[src/rtl/fpu_add_subtract_function.sv]
// Multi-cycle IEEE-754 single-precision add/subtract: one datapath step per FSM state,
// subnormals flushed to zero, result and flags registered on entry to DONE.
module fpu_add_subtract_function #(
  parameter int W = 32
) (
  input  logic         clk,
  input  logic         rst,
  input  logic         beg_FSM,
  input  logic         rst_FSM,
  input  logic [W-1:0] Data_X,
  input  logic [W-1:0] Data_Y,
  input  logic         add_subt,
  input  logic [1:0]   r_mode,
  output logic         overflow_flag,
  output logic         underflow_flag,
  output logic         ready,
  output logic [W-1:0] final_result_ieee
);

  localparam logic [3:0] IDLE      = 4'd0;
  localparam logic [3:0] LOAD      = 4'd1;
  localparam logic [3:0] COMPARE   = 4'd2;
  localparam logic [3:0] ALIGN     = 4'd3;
  localparam logic [3:0] ADD       = 4'd4;
  localparam logic [3:0] NORMALIZE = 4'd5;
  localparam logic [3:0] ROUND     = 4'd6;
  localparam logic [3:0] RENORM    = 4'd7;
  localparam logic [3:0] DONE      = 4'd8;

  logic [3:0]        state_q, state_d;
  logic              ready_q, ready_d;
  logic [W-1:0]      x_q, x_d, y_q, y_d;
  logic              sub_q, sub_d;
  logic [1:0]        mode_q, mode_d;
  logic              sa_q, sa_d, sb_q, sb_d;
  logic [7:0]        ea_q, ea_d, eb_q, eb_d;
  logic [23:0]       ma_q, ma_d, mb_q, mb_d;
  logic              special_q, special_d;
  logic [W-1:0]      special_res_q, special_res_d;
  logic              sign_q, sign_d, eff_sub_q, eff_sub_d;
  logic [7:0]        el_q, el_d, diff_q, diff_d;
  logic [23:0]       ml_q, ml_d, ms_q, ms_d;
  logic [26:0]       al_q, al_d, as_q, as_d;
  logic [27:0]       sum_q, sum_d;
  logic [26:0]       norm_q, norm_d;
  logic signed [9:0] exp_q, exp_d;
  logic              zero_q, zero_d;
  logic [24:0]       rnd_q, rnd_d;
  logic [W-1:0]      result_q, result_d;
  logic              ovf_q, ovf_d, unf_q, unf_d;

  logic              x_nan, x_inf, y_nan, y_inf, y_sign, b_big;
  logic [49:0]       shifted;
  logic [4:0]        lz;
  logic              inexact, round_up;
  logic              carry, use_max;
  logic [22:0]       mant;
  logic signed [9:0] e_fin;

  // rst_FSM wins over everything, including a start request in IDLE
  always_comb begin
    state_d = state_q;
    ready_d = 1'b0;
    if (rst_FSM) begin
      state_d = IDLE;
    end else begin
      case (state_q)
        IDLE:      if (beg_FSM) state_d = LOAD;
        LOAD:      state_d = COMPARE;
        COMPARE:   state_d = ALIGN;
        ALIGN:     state_d = ADD;
        ADD:       state_d = NORMALIZE;
        NORMALIZE: state_d = ROUND;
        ROUND:     state_d = RENORM;
        RENORM:    state_d = DONE;
        DONE:      ready_d = 1'b1;
        default:   state_d = IDLE;
      endcase
    end
  end

  always_comb begin
    x_d    = x_q;
    y_d    = y_q;
    sub_d  = sub_q;
    mode_d = mode_q;
    if (state_q == IDLE && beg_FSM && !rst_FSM) begin
      x_d    = Data_X;
      y_d    = Data_Y;
      sub_d  = add_subt;
      mode_d = r_mode;
    end
  end

  always_comb begin
    x_nan  = (&x_q[30:23]) & (|x_q[22:0]);
    x_inf  = (&x_q[30:23]) & ~(|x_q[22:0]);
    y_nan  = (&y_q[30:23]) & (|y_q[22:0]);
    y_inf  = (&y_q[30:23]) & ~(|y_q[22:0]);
    y_sign = y_q[31] ^ sub_q;
    sa_d = sa_q;
    sb_d = sb_q;
    ea_d = ea_q;
    eb_d = eb_q;
    ma_d = ma_q;
    mb_d = mb_q;
    special_d     = special_q;
    special_res_d = special_res_q;
    if (state_q == LOAD) begin
      sa_d = x_q[31];
      sb_d = y_sign;
      ea_d = x_q[30:23];
      eb_d = y_q[30:23];
      ma_d = (x_q[30:23] == 8'd0) ? 24'd0 : {1'b1, x_q[22:0]};
      mb_d = (y_q[30:23] == 8'd0) ? 24'd0 : {1'b1, y_q[22:0]};
      special_d = x_nan | y_nan | x_inf | y_inf;
      if (x_nan | y_nan | (x_inf & y_inf & (x_q[31] != y_sign)))
        special_res_d = 32'h7FC0_0000;
      else if (x_inf)
        special_res_d = {x_q[31], 8'hFF, 23'd0};
      else
        special_res_d = {y_sign, 8'hFF, 23'd0};
    end
  end

  always_comb begin
    b_big     = {eb_q, mb_q} > {ea_q, ma_q};
    sign_d    = sign_q;
    eff_sub_d = eff_sub_q;
    el_d      = el_q;
    diff_d    = diff_q;
    ml_d      = ml_q;
    ms_d      = ms_q;
    if (state_q == COMPARE) begin
      sign_d    = b_big ? sb_q : sa_q;
      eff_sub_d = sa_q ^ sb_q;
      el_d      = b_big ? eb_q : ea_q;
      diff_d    = b_big ? (eb_q - ea_q) : (ea_q - eb_q);
      ml_d      = b_big ? mb_q : ma_q;
      ms_d      = b_big ? ma_q : mb_q;
    end
  end

  // Beyond 25 positions the whole smaller significand collapses into sticky
  always_comb begin
    shifted = {ms_q, 26'd0} >> diff_q;
    al_d    = al_q;
    as_d    = as_q;
    sum_d   = sum_q;
    if (state_q == ALIGN) begin
      al_d = {ml_q, 3'b000};
      as_d = (diff_q >= 8'd26) ? {26'd0, |ms_q} : {shifted[49:24], |shifted[23:0]};
    end
    if (state_q == ADD)
      sum_d = eff_sub_q ? ({1'b0, al_q} - {1'b0, as_q}) : ({1'b0, al_q} + {1'b0, as_q});
  end

  always_comb begin
    lz = 5'd0;
    for (int i = 0; i < 27; i++)
      if (sum_q[i]) lz = 5'(26 - i);
    norm_d = norm_q;
    exp_d  = exp_q;
    zero_d = zero_q;
    if (state_q == NORMALIZE) begin
      zero_d = (sum_q == 28'd0);
      if (sum_q[27]) begin
        norm_d = {sum_q[27:2], |sum_q[1:0]};
        exp_d  = $signed({2'b00, el_q}) + 10'sd1;
      end else begin
        norm_d = sum_q[26:0] << lz;
        exp_d  = $signed({2'b00, el_q}) - $signed({5'd0, lz});
      end
    end
  end

  always_comb begin
    inexact = |norm_q[2:0];
    case (mode_q)
      2'b00:   round_up = 1'b0;
      2'b01:   round_up = sign_q & inexact;
      2'b10:   round_up = ~sign_q & inexact;
      default: round_up = norm_q[2] & (norm_q[1] | norm_q[0] | norm_q[3]);
    endcase
    rnd_d = rnd_q;
    if (state_q == ROUND)
      rnd_d = {1'b0, norm_q[26:3]} + {24'd0, round_up};
  end

  // Rounding carry-out renormalizes to 1.0 with the exponent bumped
  always_comb begin
    carry   = rnd_q[24];
    mant    = carry ? rnd_q[23:1] : rnd_q[22:0];
    e_fin   = carry ? (exp_q + 10'sd1) : exp_q;
    use_max = (mode_q == 2'b00) | ((mode_q == 2'b01) & ~sign_q) | ((mode_q == 2'b10) & sign_q);
    result_d = result_q;
    ovf_d    = ovf_q;
    unf_d    = unf_q;
    if (state_q == RENORM && !rst_FSM) begin
      ovf_d = 1'b0;
      unf_d = 1'b0;
      if (special_q) begin
        result_d = special_res_q;
      end else if (zero_q) begin
        if (eff_sub_q) result_d = (mode_q == 2'b01) ? 32'h8000_0000 : 32'h0000_0000;
        else           result_d = {sign_q, 31'd0};
      end else if (e_fin >= 10'sd255) begin
        ovf_d    = 1'b1;
        result_d = use_max ? {sign_q, 8'hFE, 23'h7F_FFFF} : {sign_q, 8'hFF, 23'd0};
      end else if (e_fin <= 10'sd0) begin
        unf_d    = 1'b1;
        result_d = {sign_q, 31'd0};
      end else begin
        result_d = {sign_q, e_fin[7:0], mant};
      end
    end
  end

  always_ff @(posedge clk or negedge rst) begin
    if (!rst) begin
      state_q       <= IDLE;
      ready_q       <= 1'b0;
      x_q           <= '0;
      y_q           <= '0;
      sub_q         <= 1'b0;
      mode_q        <= 2'b00;
      sa_q          <= 1'b0;
      sb_q          <= 1'b0;
      ea_q          <= 8'd0;
      eb_q          <= 8'd0;
      ma_q          <= 24'd0;
      mb_q          <= 24'd0;
      special_q     <= 1'b0;
      special_res_q <= '0;
      sign_q        <= 1'b0;
      eff_sub_q     <= 1'b0;
      el_q          <= 8'd0;
      diff_q        <= 8'd0;
      ml_q          <= 24'd0;
      ms_q          <= 24'd0;
      al_q          <= 27'd0;
      as_q          <= 27'd0;
      sum_q         <= 28'd0;
      norm_q        <= 27'd0;
      exp_q         <= 10'sd0;
      zero_q        <= 1'b0;
      rnd_q         <= 25'd0;
      result_q      <= '0;
      ovf_q         <= 1'b0;
      unf_q         <= 1'b0;
    end else begin
      state_q       <= state_d;
      ready_q       <= ready_d;
      x_q           <= x_d;
      y_q           <= y_d;
      sub_q         <= sub_d;
      mode_q        <= mode_d;
      sa_q          <= sa_d;
      sb_q          <= sb_d;
      ea_q          <= ea_d;
      eb_q          <= eb_d;
      ma_q          <= ma_d;
      mb_q          <= mb_d;
      special_q     <= special_d;
      special_res_q <= special_res_d;
      sign_q        <= sign_d;
      eff_sub_q     <= eff_sub_d;
      el_q          <= el_d;
      diff_q        <= diff_d;
      ml_q          <= ml_d;
      ms_q          <= ms_d;
      al_q          <= al_d;
      as_q          <= as_d;
      sum_q         <= sum_d;
      norm_q        <= norm_d;
      exp_q         <= exp_d;
      zero_q        <= zero_d;
      rnd_q         <= rnd_d;
      result_q      <= result_d;
      ovf_q         <= ovf_d;
      unf_q         <= unf_d;
    end
  end

  assign ready             = ready_q;
  assign final_result_ieee = result_q;
  assign overflow_flag     = ovf_q;
  assign underflow_flag    = unf_q;

endmodule

[config.mk]
export PLATFORM = sky130hd
export DESIGN_NAME = fpu_add_subtract_function
export DESIGN_NICKNAME = d
export VERILOG_FILES = /design/src/rtl/fpu_add_subtract_function.sv
export SDC_FILE = /design/constraint.sdc
export NUM_CORES = 1
export LEC_CHECK = 0
export ABC_CLOCK_PERIOD_IN_PS = 5300
export CORE_UTILIZATION = 55
export CTS_CLUSTER_DIAMETER = 40
export CTS_CLUSTER_SIZE = 25
export DETAILED_ROUTE_END_ITERATION = 8
export GPL_TIMING_DRIVEN = 0
export PLACE_DENSITY_LB_ADDON = 0.3
export SYNTH_ARGS = -nofsm -noshare
export SYNTH_HDL_FRONTEND = slang
export SYNTH_SLANG_ARGS = --single-unit
[constraint.sdc]
create_clock -name clk -period 5.3 [get_ports clk]
set_input_delay 0.795 -clock clk [delete_from_list [all_inputs] [get_ports clk]]
set_output_delay 0.795 -clock clk [all_outputs]
set_load 0.02 [all_outputs]
==> load_flow_metrics.sql, run 1 <==
INSERT INTO impl_metrics (metric_group, metric, value, unit) VALUES
('run_status', 'run_status', 'finished clean', ''),
('worst_setup_path', 'worst_r2r_path_depth', '17', ''),
('grt', 'gr-usage-all-layers', '0.3355', ''),
('worst_setup_path', 'critPathLaunchType', 'register', ''),
('timing', 'finalHoldViolations', '0', ''),
('yosys', 'syn-num-nets', '2716', ''),
('yosys', 'async_reset_ff_frac', '1.000', ''),
('floorplan', 'i_o_pin_cnt', '106', ''),
('grt', 'overflow', '0', ''),
('cts', 'cts_resized', '0', ''),
('worst_setup_path', 'worst-path-max-fanout', '10', ''),
('final_layout', 'multi_input_area', '0.01237', 'mm^2'),
('grt', 'via_count_of_the_first_global_routing_pass', '20090', ''),
('route', 'initialDrtViolationCount', '1716', ''),
('worst_setup_path', 'crit_path_cell_trace', 'clkbuf_1 > o21bai_1 > a21oi_1 > o31ai_1 > a221o_1 > a21oi_1 > buf_2 > clkbuf_1 > ha_1 > inv_1 > fa_1 > a21o_1 > a21oi_1 > o211ai_1 > nor3_1 > a41oi_1 > o21ai_0', ''),
('power', 'switching_portion_of_total_power', '0.4697', ''),
('worst_setup_path', 'regToRegStartpoint', 'sum_q[4]$_DFFE_PN0N_', ''),
('cts', 'cts_buffer_depth', '3', ''),
('final_layout', 'final_layout_size_suffix_gt1_frac', '0.08106', ''),
('power', 'total_leakage_power', '11.87', 'nW'),
('floorplan', 'area_of_the_die', '0.04281', 'mm^2'),
('timing', 'worst-slew-pin-transition', '1.260', 'ns'),
('route', 'drc', '0', ''),
('timing', 'grt_setup_unrepaired', 'false', ''),
('floorplan', 'dieHeight', '206.9', 'um'),
('floorplan', 'die-width', '206.9', 'um'),
('cts', 'clkLatencyLatePin', '0.62', 'ns'),
('yosys', 'synth_ff_type', 'dfrtp_1', ''),
('worst_setup_path', 'arrival', '4.95', 'ns'),
('power', 'sequentialPowerShare', '0.253', ''),
('power', 'comb_power_share', '0.548', ''),
('final_layout', 'area_occupied_by_registers', '0.009609', 'mm^2'),
('cts', 'cts_setup_buffers', '0', ''),
('route', 'drt_wl_total', '70.29', 'mm'),
('cts', 'clkSinkCount', '384', ''),
('cts', 'cts_hold_buf', '0', ''),
('grt', 'grt_max_degree', '124', ''),
('worst_hold_path', 'worst_hold_path_type', 'input pin to asynchronous set/reset pin', ''),
('cts', 'cts_root_buf', 'clkbuf_16', ''),
('worst_setup_path', 'slowest_stage', 'clkbuf_1', ''),
('final_layout', 'numnets_final', '2882', ''),
('yosys', 'synthesis.area', '0.02309', 'mm^2'),
('power', 'power-per-cell-area', '717.6', 'mW/mm^2'),
('route', 'routed_via_density', '6.166', ''),
('worst_setup_path', 'cp_common_cell', 'a21oi_1', ''),
('worst_setup_path', 'timing.critical_path.required', '5.84', 'ns'),
('yosys', 'netlist_instances', '2541', ''),
('yosys', 'yosysUniqueCellTypes', '81', ''),
('worst_setup_path', 'worst-setup-path-type', 'register to register', ''),
('yosys', 'syn_area_per_cell', '9.089', 'um^2'),
('final_layout', 'finalNonFillerCells', '3283', ''),
('placement', 'total_of_buffers_placed_on_input_and_output_ports', '105', ''),
('timing', 'finalMaxSlewViolations', '0', ''),
('yosys', 'ffs_latches_synth', '384', ''),
('floorplan', 'start_util', '0.5618', ''),
('final_layout', 'antenna-diode-count', '0', ''),
('timing', 'layout_worst_path_cycle_share', '0.8326', ''),
('timing', 'maxSlewHeadroom', '0.1524', ''),
('worst_setup_path', 'launching_instance_or_port_of_the_critical_path', 'sum_q[4]$_DFFE_PN0N_', ''),
('power', 'switching_power', '9.053', 'mW'),
('timing', 'hold_ws', '0.1256', 'ns'),
('placement', 'post-dp-hpwl', '53.57', 'mm'),
('final_layout', 'fillerInstances', '3376', ''),
('worst_setup_path', 'worst_setup_path_end_kind', 'register', ''),
('route', 'num_vias', '20240', ''),
('timing', 'clock_skew', '0.03025', 'ns'),
('placement', 'gpl.final_weighted_congestion', '0.9634', ''),
('grt', 'grt_first_pass_wirelength', '111.2', 'mm'),
('cts', 'cts_made_buffers', '56', ''),
('yosys', 'synth_edf_count', '0', ''),
('cts', 'cts-htree-levels', '2', '');
[critical path, delay by kind of cell, from the launching register on]
kind	cells	cell delay (ns)
compound gates	10	1.84
buf+inv	4	1.24
fa+ha+maj	2	0.67
flops	1	0.35
simple gates	1	0.25
[kinds of logic (layout without fill, tap and decap cells)]
logic type / Yosys count / count (layout) / synth area share
adders and majority gates: 104 / 104 / 0.05764
xor gates and xnor gates: 73 / 73 / 0.02768
and+or+nand+nor: 767 / 767 / 0.1492
buffers and inverters: 286 / 496 / 0.04822
AOI/OAI and AO/OA: 646 / 646 / 0.1735
muxes: 281 / 281 / 0.1277
DFF: 384 / 384 / 0.4161
[power by group through the flow]
stage / clock, mW / combinational, mW / sequential (mW)
after floorplan: 0 / 7.53 / 4.49
after global placement: 0 / 10.2 / 4.84
after detailed placement: 0 / 10.3 / 4.88
after CTS: 3.87 / 10.4 / 4.84
after global routing: 3.99 / 11.5 / 4.97
final: 3.83 / 10.6 / 4.88
[area by class of cell]
type                    instances  share of cell area
repair buffers                108             0.04238
flip-flops and latches        384              0.3577
clock buffers                  72             0.05850
clock inverters                30             0.01463
multi-input cells            1871              0.4606
inverters                     118             0.01658
plain buffers                 168             0.02487
well taps                     532             0.02478
[registers in the layout (all words and copies together), names as in the netlist, 25 cells and up]
signal / cells
final_result_ieee: 32
as_q: 27
norm_q: 27
y_q: 32
rnd_q: 25
sum_q: 28
x_q: 32
[layer usage]
| layer | vias up | wire length, um | GRT usage |
|---|---|---|---|
| met5 | - | 0 | 0 |
| met1 | 10000 | 30090 | 0.4379 |
| met3 | 161 | 3435 | 0.03548 |
| met4 | 0 | 2965 | 0.1494 |
| li1 | 9379 | - | - |
| met2 | 700 | 33800 | 0.5643 |
[through the flow]
| stage | utilization | area [um^2] | setup WS (ns) | power [mW] |
|---|---|---|---|---|
| after floorplan | - | 23090 | 1.930 | 12.02 |
| after global placement | 0.6035 | 24810 | -12.90 | 15.01 |
| after detailed placement | 0.6057 | 24900 | 0.9124 | 15.16 |
| after CTS | 0.6535 | 26860 | 0.9265 | 19.07 |
| after global routing | 0.6535 | 26860 | 0.5620 | 20.45 |
| final | 0.6535 | 26860 | 0.8870 | 19.28 |
[Yosys cell counts, types with 15 or more instances]
cell / n / area, um^2
a211oi_1: 16 / 120.1
a21oi_1: 152 / 760.7
a22o_1: 48 / 420.4
buf_1: 15 / 56.30
buf_2: 15 / 75.07
clkbuf_1: 135 / 506.7
dfrtp_1: 384 / 9609
ha_1: 100 / 1251
inv_1: 116 / 435.4
mux2_2: 85 / 957.2
mux2i_1: 192 / 1922
nand2_1: 340 / 1276
nand2b_1: 24 / 150.1
nand3_1: 41 / 205.2
nand4_1: 24 / 150.1
nor2_1: 169 / 634.4
nor2b_1: 16 / 100.1
nor3_1: 62 / 310.3
nor4_1: 36 / 225.2
o211ai_1: 15 / 112.6
o21ai_0: 241 / 1206
o22ai_1: 22 / 137.6
xnor2_1: 44 / 385.4
xor2_1: 29 / 254.0
[path summary, 6_finish.rpt]
check | to | slack, ns
max | exp_q[8]$_DFFE_PN0N_ | 0.89
min | sum_q[12]$_DFFE_PN0N_ | 0.13
max reg2reg | exp_q[8]$_DFFE_PN0N_ | 0.89
min reg2reg | al_q[15]$_DFFE_PN0N_ | 0.47
max in group asynchronous | sa_q$_DFFE_PN0P_ | 3.66
min in group clk | al_q[15]$_DFFE_PN0N_ | 0.47
Note: power is estimated with default switching activity, not from simulation.
==> inputs of run 2 (changes only) <==
--- a/config.mk
+++ b/config.mk
@@ -5,7 +5,7 @@
 export SDC_FILE = /design/constraint.sdc
 export NUM_CORES = 1
 export LEC_CHECK = 0
-export ABC_CLOCK_PERIOD_IN_PS = 5300
+export ABC_CLOCK_PERIOD_IN_PS = 3800
 export CORE_UTILIZATION = 55
 export CTS_CLUSTER_DIAMETER = 40
 export CTS_CLUSTER_SIZE = 25
==> constraint.sdc (replaced) <==
create_clock -name clk -period 3.8 [get_ports clk]
set_input_delay 0.57 -clock clk [delete_from_list [all_inputs] [get_ports clk]]
set_output_delay 0.57 -clock clk [all_outputs]
set_load 0.02 [all_outputs]
==> run 2 against run 1 <==
Against the previous run:
- non-clock buffer count is 3 lower
- register-to-register slack worse by 0.73 ns
- largest cell class unchanged
- clock skew is 0.0019 ns lower
- combinational power is 41% higher
==> load_flow_metrics.sql, run 2 (synthesis results as in run 1) <==
INSERT INTO impl_metrics (metric_group, metric, value, unit) VALUES
('final_layout', 'final_core_utilization', '0.6556', ''),
('route', 'postRouteAntennaNets', '0', ''),
('placement', 'pre_cts_slack', '-0.5876', 'ns'),
('route', 'initialDrtViolationCount', '1633', ''),
('timing', 'layout_worst_path_cycle_share', '0.9596', ''),
('grt', 'grt_antenna_before_repair', '0', ''),
('final_layout', 'antenna-diode-count', '0', ''),
('grt', 'overflow', '0', ''),
('floorplan', 'area_of_the_die', '0.04281', 'mm^2'),
('cts', 'clkSinkCount', '384', ''),
('worst_setup_path', 'crit_path_cell_trace', 'inv_1 > ha_1 > nand4_1 > nor3_2 > o31ai_1 > a21oi_1 > o21a_1 > buf_2 > buf_2 > clkbuf_4 > a21oi_1 > xnor2_1 > o21ai_0', ''),
('power', 'power-per-cell-area', '1007', 'mW/mm^2'),
('timing', 'final-setup-viol-count', '0', ''),
('power', 'switching_portion_of_total_power', '0.4688', ''),
('timing', 'layout_setup_ws', '0.1537', 'ns'),
('worst_setup_path', 'arrival', '4.12', 'ns'),
('final_layout', 'final_cell_mix', 'dfrtp_1, nand2_1, o21ai_0, mux2i_1, nor2_1', ''),
('final_layout', 'mostFrequentLayoutCell', 'dfrtp_1', ''),
('cts', 'cts_made_buffers', '56', ''),
('cts', 'cts-htree-levels', '2', ''),
('placement', 'cell_area_placed', '0.02490', 'mm^2'),
('grt', 'gr-usage-all-layers', '0.3363', ''),
('route', 'routed_via_density', '6.188', ''),
('worst_setup_path', 'worst-path-max-fanout', '19', ''),
('route', 'post_drt_wl_per_cell', '21.44', 'um'),
('power', 'power_frac_clock', '0.197', ''),
('placement', 'gpl.final_weighted_congestion', '0.9634', ''),
('grt', 'grt_max_degree', '124', ''),
('grt', 'grt_first_pass_wirelength', '111.3', 'mm'),
('power', 'total_leakage_power', '11.89', 'nW'),
('worst_setup_path', 'cpPeakStageDelay', '0.46', 'ns'),
('floorplan', 'start_util', '0.5618', ''),
('route', 'first_pass_iters', '8', ''),
('timing', 'finalHoldViolations', '0', ''),
('route', 'num_vias', '20300', ''),
('timing', 'grt_setup_unrepaired', 'true', ''),
('power', 'switching_power', '12.72', 'mW'),
('cts', 'cts_root_buf', 'clkbuf_16', ''),
('floorplan', 'die-width', '206.9', 'um'),
('timing', 'clock_skew', '0.02836', 'ns'),
('cts', 'cts_clock_pin_slew_for_the_worst_setup_and_hold_paths', '0.06', 'ns'),
('timing', 'time_the_worst_path_needs_with_i_o_delays_and_setup', '3.646', 'ns'),
('timing', 'maxSlewHeadroom', '0.2589', ''),
('worst_setup_path', 'critical_path_buf_inv_count', '4', ''),
('final_layout', 'fillerInstances', '3371', ''),
('power', 'internal_power', '14.41', 'mW'),
('cts', 'clkLatencyLatePin', '0.62', 'ns'),
('grt', 'via_count_of_the_first_global_routing_pass', '20100', ''),
('floorplan', 'placement_rows', '74', ''),
('power', 'comb_power_share', '0.550', ''),
('floorplan', 'dieHeight', '206.9', 'um'),
('floorplan', 'core_region_area', '0.04111', 'mm^2'),
('cts', 'tritoncts_clock_tree', 'done', ''),
('placement', 'total_of_buffers_placed_on_input_and_output_ports', '105', ''),
('worst_setup_path', 'timing.critical_path.required', '4.27', 'ns'),
('timing', 'worst-slew-pin-transition', '1.103', 'ns'),
('final_layout', 'final_cell_area', '0.02695', 'mm^2'),
('worst_setup_path', 'critPathLaunchType', 'register', ''),
('worst_setup_path', 'slowest_stage', 'clkbuf_4', ''),
('worst_hold_path', 'worst_hold_path_type', 'register to register', ''),
('route', 'drt_wl_total', '70.31', 'mm'),
('worst_setup_path', 'worst-setup-path-type', 'register to register', ''),
('worst_setup_path', 'critical_path.top_delay_family', 'buffers and inverters', ''),
('worst_setup_path', 'worst_setup_path_end_kind', 'register', ''),
('final_layout', 'final_layout_size_suffix_gt1_frac', '0.08552', ''),
('run_status', 'run_status', 'finished clean', ''),
('timing', 'max_freq', '0.2743', 'GHz'),
('timing', 'finalMaxSlewViolations', '0', ''),
('cts', 'cts_buffer_depth', '3', ''),
('final_layout', 'numnets_final', '2879', ''),
('final_layout', 'syn_to_final_growth', '16.69', '%'),
('route', 'drc', '0', ''),
('placement', 'post-dp-hpwl', '53.57', 'mm'),
('power', 'vdd_ir_drop_max', '1.125', 'mV'),
('power', 'sequentialPowerShare', '0.253', ''),
('flow_run', 'maxCapViolations', '0', ''),
('floorplan', 'i_o_pin_cnt', '106', '');
run 2: changes by cell type in the layout (fill, tap and decap cells not counted), moves of 3 or more:
| cell | previous run | this run |
|---|---|---|
| buf_2 | 15 | 11 |
| clkbuf_1 | 140 | 134 |
| nor4_1 | 36 | 33 |
| buf_4 | 1 | 4 |
run 2: routing by layer:
metal | vias to the layer above | GRT usage | part of all wire | routed length, um
met5 | - | 0 | 0 | 0
met4 | 0 | 0.1535 | 0.043 | 3023
met3 | 172 | 0.03626 | 0.055 | 3835
met2 | 788 | 0.5640 | 0.48 | 33810
met1 | 9961 | 0.4383 | 0.42 | 29640
li1 | 9376 | - | - | -
run 2: power by group through the flow:
stage               sequential [mW]  clock (mW)  combinational, mW
floorplan                      6.27           0               10.5
global placement               6.75           0               14.2
detailed placement             6.81           0               14.3
CTS                            6.75        5.40               14.5
global route                   7.01        5.57               16.2
finish                         6.87        5.34               14.9
run 2: path summary, 6_finish.rpt:
check / slack (ns) / end / start / depth (start not counted)
min reg2reg: 0.47 / al_q[15]$_DFFE_PN0N_ / ml_q[12]$_DFFE_PN0P_ / 2
max: 0.15 / diff_q[6]$_DFFE_PN0P_ / ma_q[11]$_DFFE_PN0P_ / 13
min: 0.47 / al_q[15]$_DFFE_PN0N_ / ml_q[12]$_DFFE_PN0P_ / 2
max in group asynchronous: 1.79 / sa_q$_DFFE_PN0P_ / rst / 4
min in group asynchronous: 0.50 / sum_q[12]$_DFFE_PN0N_ / rst / 2
max reg2reg: 0.15 / diff_q[6]$_DFFE_PN0P_ / ma_q[11]$_DFFE_PN0P_ / 13
run 2: per-stage QoR:
stage / hold slack, ns / TNS [ns] / std cells / total power, mW
detailed placement: 0.4568 / -3.267 / 3181 / 21.14
CTS: 0.4726 / 0 / 3284 / 26.67
floorplan: 0.2744 / 0 / 2541 / 16.77
global route: 0.4951 / -0.1583 / 3280 / 28.78
finish: 0.4670 / 0 / 3280 / 27.13
global placement: 0.4561 / -5430.08 / 3178 / 20.94
run 2: area by class of cell:
cell class	count	area, um^2	share of cell area
Timing Repair Buffer	112	1171	0.04346
Tap cell	532	665.6	0.02470
Multi-Input combinational cell	1871	12440	0.4615
Clock inverter	30	392.9	0.01458
Clock buffer	72	1572	0.05831
Sequential cell	384	9610	0.3566
Buffer	161	655.6	0.02433
Inverter	118	445.4	0.01653
run 2: what timing repair did:
item / CTS / global route
setup endpoints to repair: 16 / 38
gates cloned: 0 / 0
gates resized for setup: 8 / 14
buffers inserted: 1 / 2
endpoints found under the hold margin: 72 / 0
hold buffers: 1 / 0
pin swaps: 1 / 1
run 2: worst reg2reg max path, stage by stage (launching register included):
cell	delay, ns
dfrtp_1	0.39
inv_1	0.08
ha_1	0.33
nand4_1	0.16
nor3_2	0.35
o31ai_1	0.25
a21oi_1	0.26
o21a_1	0.14
buf_2	0.18
buf_2	0.33
clkbuf_4	0.46
a21oi_1	0.17
xnor2_1	0.29
o21ai_0	0.13
==> inputs of run 3 (changes only) <==
--- a/config.mk
+++ b/config.mk
@@ -10,7 +10,6 @@
 export CTS_CLUSTER_DIAMETER = 40
 export CTS_CLUSTER_SIZE = 25
 export DETAILED_ROUTE_END_ITERATION = 8
-export GPL_TIMING_DRIVEN = 0
 export PLACE_DENSITY_LB_ADDON = 0.3
 export SYNTH_ARGS = -nofsm -noshare
 export SYNTH_HDL_FRONTEND = slang
==> run 3 against run 2 <==
Against the previous run:
- the flow now finishes with violations (hold timing)
- worst setup slack gained 0.21 ns
- cell count shrank 2.7%
- total power shrank 1.5%
- critical path depth shrank 1
- non-clock buffer count shrank 100
- clock skew grew 0.029 ns
- count of clock-buffer cells in the layout shrank 4
- sequential cell count is the same
- sequential share of layout area is essentially flat
- register-to-register slack gained 0.21 ns
- critical path type unchanged
- largest cell class unchanged
- highest routed layer unchanged
==> load_flow_metrics.sql, run 3 (synthesis results as in run 1) <==
INSERT INTO impl_metrics (metric_group, metric, value, unit) VALUES
('floorplan', 'core_region_area', '0.04111', 'mm^2'),
('power', 'internal_power', '14.66', 'mW'),
('placement', 'post-dp-hpwl', '45.00', 'mm'),
('power', 'comb_power_share', '0.522', ''),
('floorplan', 'area_of_the_die', '0.04281', 'mm^2'),
('cts', 'cts-htree-levels', '2', ''),
('floorplan', 'die-width', '206.9', 'um'),
('timing', 'finalHoldViolations', '9', ''),
('cts', 'cts_buffer_depth', '3', ''),
('worst_hold_path', 'worst_hold_path_type', 'input pin to asynchronous set/reset pin', ''),
('cts', 'tritoncts_clock_tree', 'done', ''),
('grt', 'overflow', '0', ''),
('final_layout', 'final_cell_area', '0.02697', 'mm^2'),
('timing', 'time_the_worst_path_needs_with_i_o_delays_and_setup', '3.439', 'ns'),
('timing', 'final-setup-viol-count', '0', ''),
('timing', 'maxSlewHeadroom', '0.3129', ''),
('power', 'power-per-cell-area', '990.6', 'mW/mm^2'),
('timing', 'max_freq', '0.2908', 'GHz'),
('timing', 'layout_worst_path_cycle_share', '0.9051', ''),
('worst_setup_path', 'worst-setup-path-type', 'register to register', ''),
('placement', 'gpl.final_weighted_congestion', '0.9371', ''),
('route', 'routed_via_density', '6.028', ''),
('placement', 'total_of_buffers_placed_on_input_and_output_ports', '105', ''),
('floorplan', 'placement_rows', '74', ''),
('timing', 'grt_setup_unrepaired', 'false', ''),
('timing', 'clock_skew', '0.05701', 'ns'),
('timing', 'tns', '0', 'ns'),
('grt', 'gr-usage-all-layers', '0.2929', ''),
('final_layout', 'final_layout_size_suffix_gt1_frac', '0.1102', ''),
('final_layout', 'finalNonFillerCells', '3191', ''),
('cts', 'clkLatencyLatePin', '0.64', 'ns'),
('route', 'initialDrtViolationCount', '1472', ''),
('grt', 'grt_first_pass_wirelength', '100.0', 'mm'),
('final_layout', 'final_cell_mix', 'dfrtp_1, nand2_1, o21ai_0, mux2i_1, nor2_1', ''),
('flow_run', 'maxCapViolations', '0', ''),
('power', 'total_leakage_power', '12.07', 'nW'),
('timing', 'hold_ws', '-0.01629', 'ns'),
('cts', 'clkSinkCount', '384', ''),
('worst_setup_path', 'worst_setup_path_end_kind', 'register', ''),
('cts', 'cts_made_buffers', '60', ''),
('power', 'fin_total_pwr', '26.72', 'mW'),
('worst_setup_path', 'arrival', '3.99', 'ns'),
('route', 'first_pass_iters', '7', ''),
('power', 'power_frac_clock', '0.217', ''),
('power', 'switching_power', '12.06', 'mW'),
('cts', 'cts_clock_pin_slew_for_the_worst_setup_and_hold_paths', '0.06', 'ns'),
('cts', 'cts_hold_buf', '0', ''),
('route', 'num_vias', '19230', ''),
('cts', 'cts_resized', '0', ''),
('final_layout', 'mostFrequentLayoutCell', 'dfrtp_1', ''),
('grt', 'grt_antenna_before_repair', '0', ''),
('grt', 'via_count_of_the_first_global_routing_pass', '18840', ''),
('route', 'post_drt_wl_per_cell', '19.27', 'um'),
('placement', 'post-place-cells', '3078', ''),
('power', 'switching_portion_of_total_power', '0.4513', ''),
('timing', 'finalMaxSlewViolations', '0', ''),
('worst_setup_path', 'critPathLaunchType', 'register', ''),
('power', 'sequentialPowerShare', '0.261', ''),
('timing', 'worst-slew-pin-transition', '1.031', 'ns'),
('route', 'drc', '0', ''),
('final_layout', 'syn_to_final_growth', '16.78', '%'),
('worst_setup_path', 'timing.critical_path.required', '4.35', 'ns'),
('floorplan', 'i_o_pin_cnt', '106', ''),
('grt', 'grt_max_degree', '101', ''),
('cts', 'cts_root_buf', 'clkbuf_16', ''),
('worst_setup_path', 'worst-path-max-fanout', '16', ''),
('final_layout', 'numnets_final', '2783', ''),
('route', 'postRouteAntennaNets', '0', ''),
('power', 'vdd_ir_drop_max', '0.8059', 'mV'),
('final_layout', 'antenna-diode-count', '0', ''),
('floorplan', 'start_util', '0.5618', ''),
('placement', 'cell_area_placed', '0.02480', 'mm^2'),
('route', 'drt_wl_total', '61.49', 'mm'),
('cts', 'cts_setup_buffers', '0', ''),
('run_status', 'violations', 'hold timing', ''),
('floorplan', 'dieHeight', '206.9', 'um'),
('run_status', 'run_status', 'complete, but fails checks', '');
-- run 3: worst max-delay path: stages (launching register included) --
cell	delay (ns)
dfrtp_1	0.36
inv_1	0.07
ha_1	0.32
a21oi_1	0.15
o21ai_0	0.10
nor3b_1	0.14
a2111oi_0	0.42
a21oi_1	0.22
o21a_4	0.33
or3b_2	0.50
a31o_2	0.27
a2111o_1	0.37
o211ai_1	0.09
-- run 3: area by class of cell --
class / count / area (um^2)
Tap cell: 532 / 665.6
Inverter: 118 / 445.4
Multi-Input combinational cell: 1871 / 12440
Sequential cell: 384 / 9609
Timing Repair Buffer: 173 / 1642
Clock buffer: 68 / 1582
Fill cell: 3312 / 14140
Clock inverter: 45 / 589.3
-- run 3: worst paths after layout --
check | startpoint | end | slack [ns] | depth (start not counted)
max | ma_q[11]$_DFFE_PN0P_ | diff_q[7]$_DFFE_PN0P_ | 0.36 | 12
min | rst | al_q[5]$_DFFE_PN0N_ | -0.02 | 1
max reg2reg | ma_q[11]$_DFFE_PN0P_ | diff_q[7]$_DFFE_PN0P_ | 0.36 | 12
min reg2reg | ml_q[16]$_DFFE_PN0P_ | al_q[19]$_DFFE_PN0N_ | 0.45 | 2
max in group asynchronous | rst | norm_q[19]$_DFFE_PN0N_ | 2.86 | 2
min in group clk | ml_q[16]$_DFFE_PN0P_ | al_q[19]$_DFFE_PN0N_ | 0.45 | 2
-- run 3: layer usage --
layer	wire (um)	track usage	vias up
met5	0	0	-
met4	1588	0.09672	0
met3	2770	0.03485	113
met2	29420	0.4833	549
met1	27720	0.4008	9380
li1	-	-	9192
-- run 3: power groups by stage --
stage	combinational, mW	sequential (mW)	clock (mW)
6_report	13.9	6.97	5.81
5_1_grt	15.2	7.14	6.07
4_1_cts	13.7	6.94	5.88
3_5_place_dp	13.7	6.99	0
3_3_place_gp	13.5	6.90	0
2_1_floorplan	10.5	6.27	0
-- run 3: stage by stage --
| step | util | setup slack, ns |
|---|---|---|
| 2_1_floorplan | - | 0.4300 |
| 3_3_place_gp | 0.6032 | 0.4473 |
| 3_5_place_dp | 0.6032 | 0.3920 |
| 4_1_cts | 0.6560 | 0.3351 |
| 5_1_grt | 0.6560 | 0.1199 |
| 6_report | 0.6560 | 0.3607 |
